===== src/rtl/fib_seq_gen.sv =====
// Second-order recurrence engine T(k) = c*T(k-1) + T(k-2), c in {1,2}, with sticky overflow.
// Latency n+1 cycles from the accepting edge; result is held in DONE until i_ready.
// Define FIB_SEQ_GEN_SAT_EN for saturating arithmetic; the default build wraps modulo 2^WIDTH.
module fib_seq_gen #(
    parameter int WIDTH   = 32,
    parameter int N_WIDTH = 16
) (
    input  logic               i_clk,
    input  logic               i_reset,
    input  logic               i_stb,
    input  logic [N_WIDTH-1:0] i_n,
    input  logic [WIDTH-1:0]   i_seed0,
    input  logic [WIDTH-1:0]   i_seed1,
    input  logic               i_mode,
    output logic               o_busy,
    output logic               o_valid,
    input  logic               i_ready,
    output logic [WIDTH-1:0]   o_fib,
    output logic               o_ovf
);

    typedef enum logic [1:0] {
        IDLE = 2'd0,
        RUN  = 2'd1,
        DONE = 2'd2
    } state_t;

    state_t             state;
    logic [WIDTH-1:0]   cur;
    logic [WIDTH-1:0]   nxt;
    logic [N_WIDTH-1:0] cnt;
    logic               mode_q;
    logic               nxt_ovf;

    logic [WIDTH+1:0]   sum;
    logic               carry;
    logic [WIDTH-1:0]   nxt_f;

    // Two guard bits cover the worst case 2*(2^W-1) + (2^W-1).
    always_comb begin
        sum   = ({2'b00, nxt} << mode_q) + {2'b00, cur};
        carry = |sum[WIDTH+1:WIDTH];
`ifdef FIB_SEQ_GEN_SAT_EN
        nxt_f = (carry || nxt_ovf) ? {WIDTH{1'b1}} : sum[WIDTH-1:0];
`else
        nxt_f = sum[WIDTH-1:0];
`endif
    end

    assign o_fib = cur;

    always_ff @(posedge i_clk) begin
        if (i_reset) begin
            state   <= IDLE;
            o_busy  <= 1'b0;
            o_valid <= 1'b0;
            o_ovf   <= 1'b0;
            cur     <= '0;
            nxt     <= {{(WIDTH-1){1'b0}}, 1'b1};
            cnt     <= '0;
            mode_q  <= 1'b0;
            nxt_ovf <= 1'b0;
        end else begin
            case (state)
                IDLE: begin
                    if (i_stb) begin
                        state   <= RUN;
                        o_busy  <= 1'b1;
                        cur     <= i_seed0;
                        nxt     <= i_seed1;
                        cnt     <= i_n;
                        mode_q  <= i_mode;
                        nxt_ovf <= 1'b0;
                        o_ovf   <= 1'b0;
                    end
                end
                RUN: begin
                    // o_ovf only picks up overflow once the bad value lands in cur.
                    if (cnt != '0) begin
                        cur     <= nxt;
                        nxt     <= nxt_f;
                        cnt     <= cnt - 1'b1;
                        o_ovf   <= o_ovf | nxt_ovf;
                        nxt_ovf <= nxt_ovf | carry;
                    end else begin
                        state   <= DONE;
                        o_valid <= 1'b1;
                    end
                end
                DONE: begin
                    if (i_ready) begin
                        state   <= IDLE;
                        o_valid <= 1'b0;
                        o_busy  <= 1'b0;
                    end
                end
                default: begin
                    state   <= IDLE;
                    o_valid <= 1'b0;
                    o_busy  <= 1'b0;
                end
            endcase
        end
    end

endmodule


===== config.mk =====
export PLATFORM = sky130hd
export DESIGN_NAME = fib_seq_gen
export DESIGN_NICKNAME = d
export VERILOG_FILES = /design/src/rtl/fib_seq_gen.sv
export SDC_FILE = /design/constraint.sdc
export NUM_CORES = 1
export LEC_CHECK = 0
export CORE_ASPECT_RATIO = 0.5
export CORE_MARGIN = 10
export CORE_UTILIZATION = 53
export CTS_CLUSTER_SIZE = 16
export DETAILED_ROUTE_END_ITERATION = 10
export PLACE_DENSITY_LB_ADDON = 0.1
export SLEW_MARGIN = 20
export SYNTH_ARGS = -nofsm -noshare
export SYNTH_HDL_FRONTEND = slang
export SYNTH_SLANG_ARGS = --single-unit

===== constraint.sdc =====
create_clock -name i_clk -period 4.4 [get_ports i_clk]
set_input_delay 0.88 -clock i_clk [delete_from_list [all_inputs] [get_ports i_clk]]
set_output_delay 0.88 -clock i_clk [all_outputs]
set_load 0.005 [all_outputs]

==> impl_results.md <==
* Total power divided by cell area at 363 nW/µm²
* Vias in the first global route at around 6100
* Hold endpoint: nxt_ovf
* Clock transition at the registers of the reported paths at ~60 ps
* Critical Path RT at around 4700 ps
* Status: finished, final reports clean
* Cells along the critical path: buf_4 -> mux2_2 -> ha_1 -> a21o_1 -> a21o_1 -> a21oi_1 -> a2111oi_2 -> o31ai_1 -> o21ai_1 -> xnor2_1 -> a211oi_1
* HP Class: reg2reg
* IO Port Bufs at around 120
* Rel. slew slack at 0.293
* Most frequent cells in the layout: nand2_1 (134), clkdlybuf4s50_1 (118), nor2_1 (96)
* Final period util at 0.805
* Syn_nets at approximately 930
* Post-route ant nets at 0
* Std cell rows at 27
* VDD IR max at around 0.17 mV
* I/O pin count at 120
* Cts bufs inserted at 9
* Routed len/inst at around 18 µm
* Synth Area in XOR/XNOR at 0.0341
* Leakage at 3.07 nW
* Die area at around 17000 µm²
* Number of gates resized after CTS at 0
* Routed via count at around 6400
* Most common cell after layout, fill and taps aside: nand2_1
* Cell taking the most area after synthesis: dfxtp_1
* Area share of the largest cell type after synthesis at 0.283
* Final wirelength at about 19000 µm
* Synth warnings at 0
* Compound-gate portion of the synthesized area at 0.274
* Largest family of logic cells by synthesized area: compound AO/OA/AOI/OAI gates
* Htree depth at 3
* Actual slew at the worst max-slew pin at 1060 ps
* Critical path's most frequent cell: a21o_1
* Synth Area in Adders at 0.0702
* Asr flop ratio synth at 0
* Critical path type: reg2reg
* Reg-to-reg slack, setup at ~860 ps
* Clock sinks at 87
* Postcts setup bufs at 0
* Hold Path Cell Cnt at 2
* # hold bufs at CTS at 0
* Post-synth EDFFs at 0
* Final setup fails at 0
* RSZ-0062 raised after global routing: no
* Multiplexer area fraction after synthesis at 0.0613
* Layout Skew at between 8 and 9 ps
* Final setup margin at between 800 and 900 ps
* Total grt overflow at 0
* Post-Syn Area at ~6000 µm²
* Fmax at around 0.28 GHz
* R2R Path End: nxt[31]
* Ranking of synthesized cells by area: dfxtp_1 (28%), nand2_1 (8.2%), ha_1 (6.7%), nor2_1 (5.9%), a311oi_1 (5.8%)
* Post-synthesis sequential area ratio at 0.283
* Place WS at approximately 1000 ps
* Most used DFF post-synth: dfxtp_1
* RePlAce Congestion at slightly below 1
* Worst setup EP type: flip-flop
* Max Root-Sink Buffers at 2
* Total GRT Usage at 0.219
* Top cell family by delay on the critical path: compound AO/OA/AOI/OAI gates
* Die Ht at 96.3 µm
* Mean post-synth cell area at approximately 7.6 µm²
* Beginning of the worst hold path: nxt_ovf
* Slowest stage cell, crit path: o31ai_1
* CP max FO at 20
* DRC Markers at 0
* Largest net degree at the start of global routing at roughly 100
* Core Region at around 11000 µm²
* CP Buf/Inv Count at 1
* Worst endpoint data arrival time at 3800 ps
* Post-synthesis simple-gate area fraction at 0.234
* CP peak stage delay at 730 ps
* Final Hold Viols at 0
* Vias/cell at 6.03
* Flops & latches, synth at 87
* Count of unique library cells instantiated by Yosys at ~70
* FF-to-FF Start: mode_q
* Max Cap Viol at 0
* First-iteration detailed-routing DRC count at between 500 and 600
* CTS tree: done
* Final worst path period need at 3540 ps
* Clk Latency, worst-skew pair at between 300 and 400 ps
* First-pass GRT wire length at about 31000 µm
* Drt pass-1 iters at 5
* Worst Setup Start Kind: flip-flop
* Post-DP HPWL at ~14000 µm
* Share of cells above drive strength 1 at 0.0867
* CTS root buffer: clkbuf_16
* Area grow syn2layout at 25.2%
* Width of the die at around 170 µm
* R2R depth at 11
* TNS Setup at 0 ps
* Slew Limit Fails at 0
* Fin nets at 1016
* Antenna diodes at 0
* Initial antenna violation count at 0
* Starting density of the core at 0.551
* Post-Synthesis Cells at between 800 and 900
worst min-delay path, stage by stage (launching register included):
cell and delay, ps:
dfxtp_1 310, nand2_1 50, nand2_1 40
per-layer routing:
metal,vias up,routed length (µm),GRT usage,part of all wire
met5,-,0,0,0
met4,0,231,0.0510,0.012
met3,21,1070,0.0449,0.057
met2,204,8240,0.355,0.44
met1,2998,9210,0.298,0.49
li1,3161,-,-,-
worst max-delay path by stage:
stage,from,end,slack (ps),cells after the start
after floorplan,mode_q,nxt[26],1090,12
after global placement,mode_q,nxt[31],1050,11
after detailed placement,mode_q,nxt[31],980,11
after CTS,mode_q,nxt[31],950,11
after global routing,mode_q,nxt[31],640,12
final,mode_q,nxt[31],860,11
area by class of cell:
| class | count | area [µm²] |
|---|---|---|
| tap | 159 | 199 |
| inverter | 14 | 52.6 |
| timing repair buffer | 128 | 1270 |
| multi-input combinational | 657 | 4170 |
| sequential | 87 | 1740 |
| clock buffer | 10 | 239 |
| fill | 972 | 3460 |
| clock inverter | 4 | 47.5 |
sequential cells by signal, indices dropped and copies added (netlist names):
| name | flops |
|---|---|
| cnt | 16 |
| mode_q | 1 |
| nxt | 32 |
| nxt_ovf | 1 |
| o_busy | 1 |
| o_fib | 32 |
| o_ovf | 1 |
| o_valid | 1 |
| state | 2 |
synth_stat cells, drive strengths merged (7+ instances only):
cell type	instances
nand3	14
mux2	30
nor2	99
a311oi	41
a21o	14
o21ai	53
dfxtp	87
nor3	20
xnor2	13
a21oi	66
xor2	11
inv	14
ha	33
nand2	136
a31oi	7
o21bai	7
nand4	10
a211oi	16
buf	10
clkbuf	44
logic make-up after synthesis:
group / count (synthesis)
DFF: 87
adders and majority gates: 34
AOI/OAI and AO/OA: 247
xor gates and xnor gates: 24
and+or+nand+nor: 318
buffers and inverters: 68
muxes: 34
report_power, final:
part	internal (W)	switching [W]	leakage [nW]
clock network	0.000448	0.000327	0.140
registers	0.000885	0.0000964	0.722
logic	0.000468	0.000575	2.21
metrics by stage:
stage	total power [W]	instances	hold slack, ps	utilization	instance area [µm²]
floorplan	0.00169	812	423	-	6160
global placement	0.00201	1045	434	0.665	7430
detailed placement	0.00203	1045	435	0.665	7430
CTS	0.00280	1059	446	0.690	7720
global route	0.00296	1059	481	0.690	7720
finish	0.00280	1059	444	0.690	7720
(Power assumes the default switching activity.)
